`config.mk`:
```
export PLATFORM = sky130hd
export DESIGN_NAME = pc_redirect_ctrl
export DESIGN_NICKNAME = d
export VERILOG_FILES = /design/src/rtl/pc_redirect_ctrl.sv
export SDC_FILE = /design/constraint.sdc
export NUM_CORES = 1
export LEC_CHECK = 0
export CORE_ASPECT_RATIO = 1.1
export CORE_MARGIN = 2
export CORE_UTILIZATION = 39
export CTS_BUF_LIST = sky130_fd_sc_hd__clkbuf_16
export DETAILED_ROUTE_END_ITERATION = 10
export PLACE_DENSITY_LB_ADDON = 0.3
export SETUP_SLACK_MARGIN = 0.3
export SYNTH_ARGS = -nofsm -noshare
export SYNTH_HDL_FRONTEND = slang
export SYNTH_SLANG_ARGS = --single-unit
```
`constraint.sdc`:
```
create_clock -name clk -period 2.12 [get_ports clk]
set_input_delay 0.424 -clock clk [delete_from_list [all_inputs] [get_ports clk]]
set_output_delay 0.424 -clock clk [all_outputs]
set_load 0.01 [all_outputs]
```
`src/rtl/pc_redirect_ctrl.sv`:
```
// pc_redirect_ctrl: selects next fetch PC, raises pipeline flushes and holds branches blocked by fetch wait
module pc_redirect_ctrl #(
    parameter int WIDTH = 32,
    parameter logic [WIDTH-1:0] RESET_PC = '0,
    parameter int CNT_W = 16
) (
    input  logic             clk,
    input  logic             rst,
    input  logic [WIDTH-1:0] pc,
    input  logic             stall,
    input  logic             imem_wait,
    input  logic             br_req,
    input  logic [WIDTH-1:0] br_target,
    input  logic             jmp_req,
    input  logic [WIDTH-1:0] jmp_target,
    output logic             pc_en,
    output logic [WIDTH-1:0] pc_next,
    output logic             flush_if,
    output logic             flush_id,
    output logic             redirect_busy,
    output logic [CNT_W-1:0] redirect_cnt
);
    localparam logic [0:0] RUN  = 1'b0;
    localparam logic [0:0] PEND = 1'b1;

    logic [0:0]       state_q, state_d;
    logic [WIDTH-1:0] pend_pc_q, pend_pc_d;
    logic [CNT_W-1:0] cnt_q, cnt_d;
    logic             redir;

    always_comb begin
        state_d   = state_q;
        pend_pc_d = pend_pc_q;
        pc_en     = !stall && !imem_wait;
        pc_next   = pc + WIDTH'(4);
        flush_if  = 1'b0;
        flush_id  = 1'b0;
        redir     = 1'b0;
        if (rst) begin
            pc_en    = 1'b1;
            pc_next  = RESET_PC;
            flush_if = 1'b1;
            flush_id = 1'b1;
        end else if (state_q == PEND) begin
            // jumps seen here are wrong-path; only a newer branch can replace the held target
            flush_if = 1'b1;
            flush_id = br_req;
            if (imem_wait) begin
                pc_en     = 1'b0;
                pend_pc_d = br_req ? br_target : pend_pc_q;
            end else begin
                pc_en   = 1'b1;
                pc_next = br_req ? br_target : pend_pc_q;
                state_d = RUN;
                redir   = 1'b1;
            end
        end else if (br_req) begin
            flush_if = 1'b1;
            flush_id = 1'b1;
            pc_en    = !imem_wait;
            pc_next  = br_target;
            redir    = !imem_wait;
            if (imem_wait) begin
                pend_pc_d = br_target;
                state_d   = PEND;
            end
        end else if (jmp_req && !stall && !imem_wait) begin
            pc_next  = jmp_target;
            flush_if = 1'b1;
            redir    = 1'b1;
        end
        cnt_d = (redir && !(&cnt_q)) ? cnt_q + CNT_W'(1) : cnt_q;
    end

    always_ff @(posedge clk) begin
        if (rst) begin
            state_q   <= RUN;
            pend_pc_q <= '0;
            cnt_q     <= '0;
        end else begin
            state_q   <= state_d;
            pend_pc_q <= pend_pc_d;
            cnt_q     <= cnt_d;
        end
    end

    assign redirect_busy = (state_q == PEND);
    assign redirect_cnt  = cnt_q;
endmodule

```
Word-level counts from Yosys, hierarchy flattened
Cells that the tools add are included.

Register bits: 49. Input bits: 102. Output and inout port bits: 52.

Add/sub/neg operators: 2. Equal/unequal tests: 2. Muxes and demuxes: 27. Reductions and logical operators: 10.

Operators by type and width (number): 32-bit two-way mux (10); 32-bit by 3-bit adder with 32-bit output, second input constant (1); 1-bit two-way mux (17); 16-bit by 1-bit adder with 16-bit output, second input constant (1); 16-bit AND reduction (1); 1-bit logical AND (4); 2-bit != test, second input constant (2); 1-bit zero test (3); 3-bit AND reduction (1); 2-bit nonzero test (1).

Longest topological paths before layout
Word-level depth: 8. Depth in mapped cells: 7.

Worst setup path after synthesis
OpenSTA, ideal clock, no wires.

Path type: input -> output. Start: input br_req. End: output pc_next[14]. Arrival time: 1844 ps. Data required time: 1696 ps. Setup slack: -148 ps. Stages: 6. Buffers on the path: 2. Cell sequence: clkbuf_1 > buf_2 > nor2_1 > nand2_1 > nor2_1 > a2111oi_0.

Word-level cells in the longest chain between the ends: 4.

Ends and longest elaborated chain: from (decl) (RTL line 12) `input logic br_req,`; 32-bit two-way mux (RTL line 53) `pc_next = br_req ? br_target : pend_pc_q;`; 32-bit two-way mux (RTL line 48) `if (imem_wait) begin`; 32-bit two-way mux * (RTL line 44) `end else if (state_q == PEND) begin`; 32-bit two-way mux * (RTL line 39) `if (rst) begin`; to (decl) (RTL line 17) `output logic [WIDTH-1:0] pc_next,`.

Mark *: on every way between the ends. The rest lies on a longest branch, timed or not.

Final worst setup path
Start: input pc[4]. End: output pc_next[19].

Word-level cells in the longest chain between the ends: 5.

Ends and longest elaborated chain: from (decl) (RTL line 9) `input logic [WIDTH-1:0] pc,`; 32-bit by 3-bit adder with 32-bit output * (RTL line 35) `pc_next = pc + WIDTH'(4);`; 32-bit two-way mux (RTL line 67) `end else if (jmp_req && !stall && !imem_wait) begin`; 32-bit two-way mux (RTL line 57) `end else if (br_req) begin`; 32-bit two-way mux * (RTL line 44); 32-bit two-way mux * (RTL line 39).

Marked as above.

==> flow_summary.yaml <==
drt:
  drt-initial-drc-count: 450
  detail_route.vias_per_cell: 6.090
  dr_total_vias: 5481
  detail_route.wirelength_mm: 18.93
  drt-pass1-iter-count: 6
  final_antenna_net_count: 0
  wl_per_cell_um: 21.03
  drcViolationCount: 0
power:
  static-leakage-power_nw: 2.989
  power.density_mw_per_mm2: 390.8
  total_power_mw: 2.916
  max-vdd-ir-drop_v: 0.0004313
critical_path:
  rr_endpoint: "redirect_cnt[1]"
  critical_path_peak_fanout: 2
  worstSetupEndpointType: "primary output"
  rrSetupSlack_ns: 0.29
  worstReg2RegStart: "redirect_cnt[0]"
  worst-path-buf-inv: 5
  worst_r2r_path_depth: 7
  worstPathCellList: "buf_8 > buf_6 > nand3_4 > nor4_4 > buf_4 > nand4_1 > buf_4 > xnor2_2 > o221a_2 > buf_6"
  critical_path_top_delay_cell: "sky130_fd_sc_hd__nor4_4"
  setup.worst_path.class: "in2out"
  cell_type_group_with_the_largest_total_delay_on_the_critical_path: "buffers and inverters"
  worst_setup_path_start_kind: "input port"
  crit_path_max_incr_delay_ns: 0.37
  critical_path_arrival_ns: 2.04
  cp.required_ns: 1.70
floorplan:
  design.portCount: 154
  floorplan.initialDensity: 0.4056
  die_x_um: 96.06
  design.core.area_mm2: 0.008964
  die_h_um: 105.3
  placementRows: 36
  die_area_mm2: 0.01011
run_status:
  outcome: "finished, violations left"
  violations: "setup timing"
timing:
  finalHoldViolations: 0
  finalWorstSetupSlack_ns: -0.3425
  fmax_mhz: 406.1
  worst_hold_margin_ns: 0.4141
  final.min_clock_period_ns: 2.462
  tightestPinTransition_ns: 0.3903
  clock-skew-final_ns: 0.001785
  drv_slew: 0
  slew-limit-headroom: 0.7379
  setup-violations-final: 26
  tns_ns: -4.073
  min_period_over_period: 1.162
  unrepaired_setup_endpoints_after_global_routing: "true"
cells_and_area:
  final_layout_size_suffix_gt1_frac: 0.4446
  final_cell_count_no_fill: 900
  fin_area_mm2: 0.007461
  area_growth_syn_to_layout_pct: 105.2
  nets: 888
  fin_util: 0.8324
cts:
  hold_buffers: 0
  cts_root_buffer: "sky130_fd_sc_hd__clkbuf_16"
  clkLatencyLatePin_ns: 0.29
  total_number_of_clock_tree_sinks: 49
  h-tree-depth: 2
  cts-buffers-inserted: 5
  tritoncts_clock_tree: "yes"
  max-clock-path-buffers: 2
  cts.clk_slew.worst_paths_ns: 0.07
logic_synthesis:
  synthDistinctLibCells: 50
  synth.area.top_cells: "sky130_fd_sc_hd__dfxtp_1 (27%), sky130_fd_sc_hd__a21oi_1 (9.8%), sky130_fd_sc_hd__nand2_1 (9.0%)"
  ys_warn_count: 0
  postSynthCellCount: 513
  synthesis.area_mm2: 0.003636
  yosys.area.top_type: "sky130_fd_sc_hd__dfxtp_1"
  synthDominantCellAreaShare: 0.2698
  post_synth.cell_area_avg_um2: 7.088
  synth.yosys.seq_area_share: 0.2698
  postSynthNetCount: 617
  ys_ff_latch: 49
placed_design:
  port-buffer-count: 153
  dp.cells: 842
  pre_cts_slack_ns: -1.139
  place_area_mm2: 0.006205
  routabilityCongestion: 0.8763
  detailedPlacementHpwl_mm: 10.82
global_route:
  grt_start_max_net_pins: 31
  grt_pass1_vias: 5266
  met1_track_demand_over_resource_in_global_routing: 0.3612
  grt_first_pass_wirelength_mm: 25.86
  initial_antenna_violation_count: 1
  globalRoute.busiestLayer: "met2"
  grt_use_total: 0.3240
  global_route.usage.met3: 0.06862
  grt_remaining_overflow: 0
  gr-usage-met2: 0.5660
min_path:
  hold_start: "br_target[1]"
  hold_class: "in2reg"
  hold_path_end: "pend_pc_q[1]"
  timing.hold.worst_path_depth: 3
flow_run:
  maxCapViolCount: 0
[Yosys cell counts, drive strengths merged]
library cell  number
dfxtp             49
a31oi              2
nand4             11
or2                3
and4               3
nor2b              4
nand3             17
o221ai             2
a221oi             2
nor4               7
mux2i              2
or3b               2
and2               2
nand2             87
xnor2             16
or3               10
o2111ai            3
nor3b              2
a21oi             71
nand2b            24
or4                1
a2111oi            4
ha                 2
o21bai             1
a221o             15
a21o               1
o31ai              3
o21ai             61
nor2              25
and3               6
clkbuf            29
o221a              2
buf                6
inv                6
o22ai              7
o21a               2
xor2              15
nor3               8
[power breakdown]
group          internal, mW  total (mW)  switching, mW
Sequential            0.950       0.972         0.0219
Clock                 0.433       0.789          0.356
Combinational         0.603        1.16          0.552
[cells in the final DEF (no fill, tap or decap), drive strengths merged, types with 15 or more instances in the layout]
cell,netlist,layout
a21oi,71,71
a221o,15,15
buf,6,203
clkdlybuf4s50,0,72
dfxtp,49,49
dlygate4sd2,0,17
nand2,87,87
nand2b,24,24
nand3,17,17
nor2,25,25
o21ai,61,61
xnor2,16,16
xor2,15,15
[cell families after synthesis]
| logic type | after synthesis | synth area share |
|---|---|---|
| adder cells (fa/ha/maj) | 2 | 0.006881 |
| buffers and inverters | 41 | 0.04473 |
| flip-flops | 49 | 0.2698 |
| XOR/XNOR | 31 | 0.07467 |
| multiplexers | 2 | 0.005506 |
| AO/OA/AOI/OAI | 176 | 0.2939 |
| AND/OR/NAND/NOR | 212 | 0.3045 |
[worst reg2reg max path, delay by kind of cell, from the launching register on]
kind / cells / cell delay (ns)
AO/OA/AOI/OAI: 1 / 0.25
adder cells (fa/ha/maj): 1 / 0.14
buffers and inverters: 1 / 0.14
flip-flops: 1 / 0.38
multiplexers: 1 / 0.17
AND/OR/NAND/NOR: 3 / 0.64
[worst max-delay path by stage]
stage                     start          end  slack, ns  depth (start not counted)
after global routing      pc[5]  pc_next[30]      -0.37                          8
after detailed placement  pc[2]  pc_next[26]      -1.14                          9
after CTS                 pc[2]  pc_next[21]      -0.20                          9
final                     pc[4]  pc_next[19]      -0.34                         10
after global placement    pc[2]  pc_next[26]      -1.11                          9
after floorplan           pc[2]  pc_next[18]     -0.005                          6
[area by class of cell]
cell class	count	area, um2
clock inverters	3	18.77
diodes	1	2.502
repair buffers	299	2830
fillers	456	1503
well taps	114	142.6
inverters	6	25.02
multi-input cells	423	3323
flip-flops and latches	49	993.5
clock buffers	5	125.1
[sequential cells by signal, summed over array words and instances, names as in the netlist]
register / count
redirect_cnt: 16
pend_pc_q: 32
redirect_busy: 1
[per-layer routing]
layer / share of wire / wire length (um)
met1: 0.36 / 6720
met3: 0.091 / 1718
met4: 0.070 / 1328
met5: 0 / 0
met2: 0.48 / 9160
[what timing repair did]
item | 4_1_cts | 5_1_grt
buffers inserted | 34 | 12
pin swaps | 76 | 53
gates resized for setup | 393 | 82
gates cloned | 1 | 2
setup endpoints to repair | 48 | 45
Power figures use the tool's default switching activity.
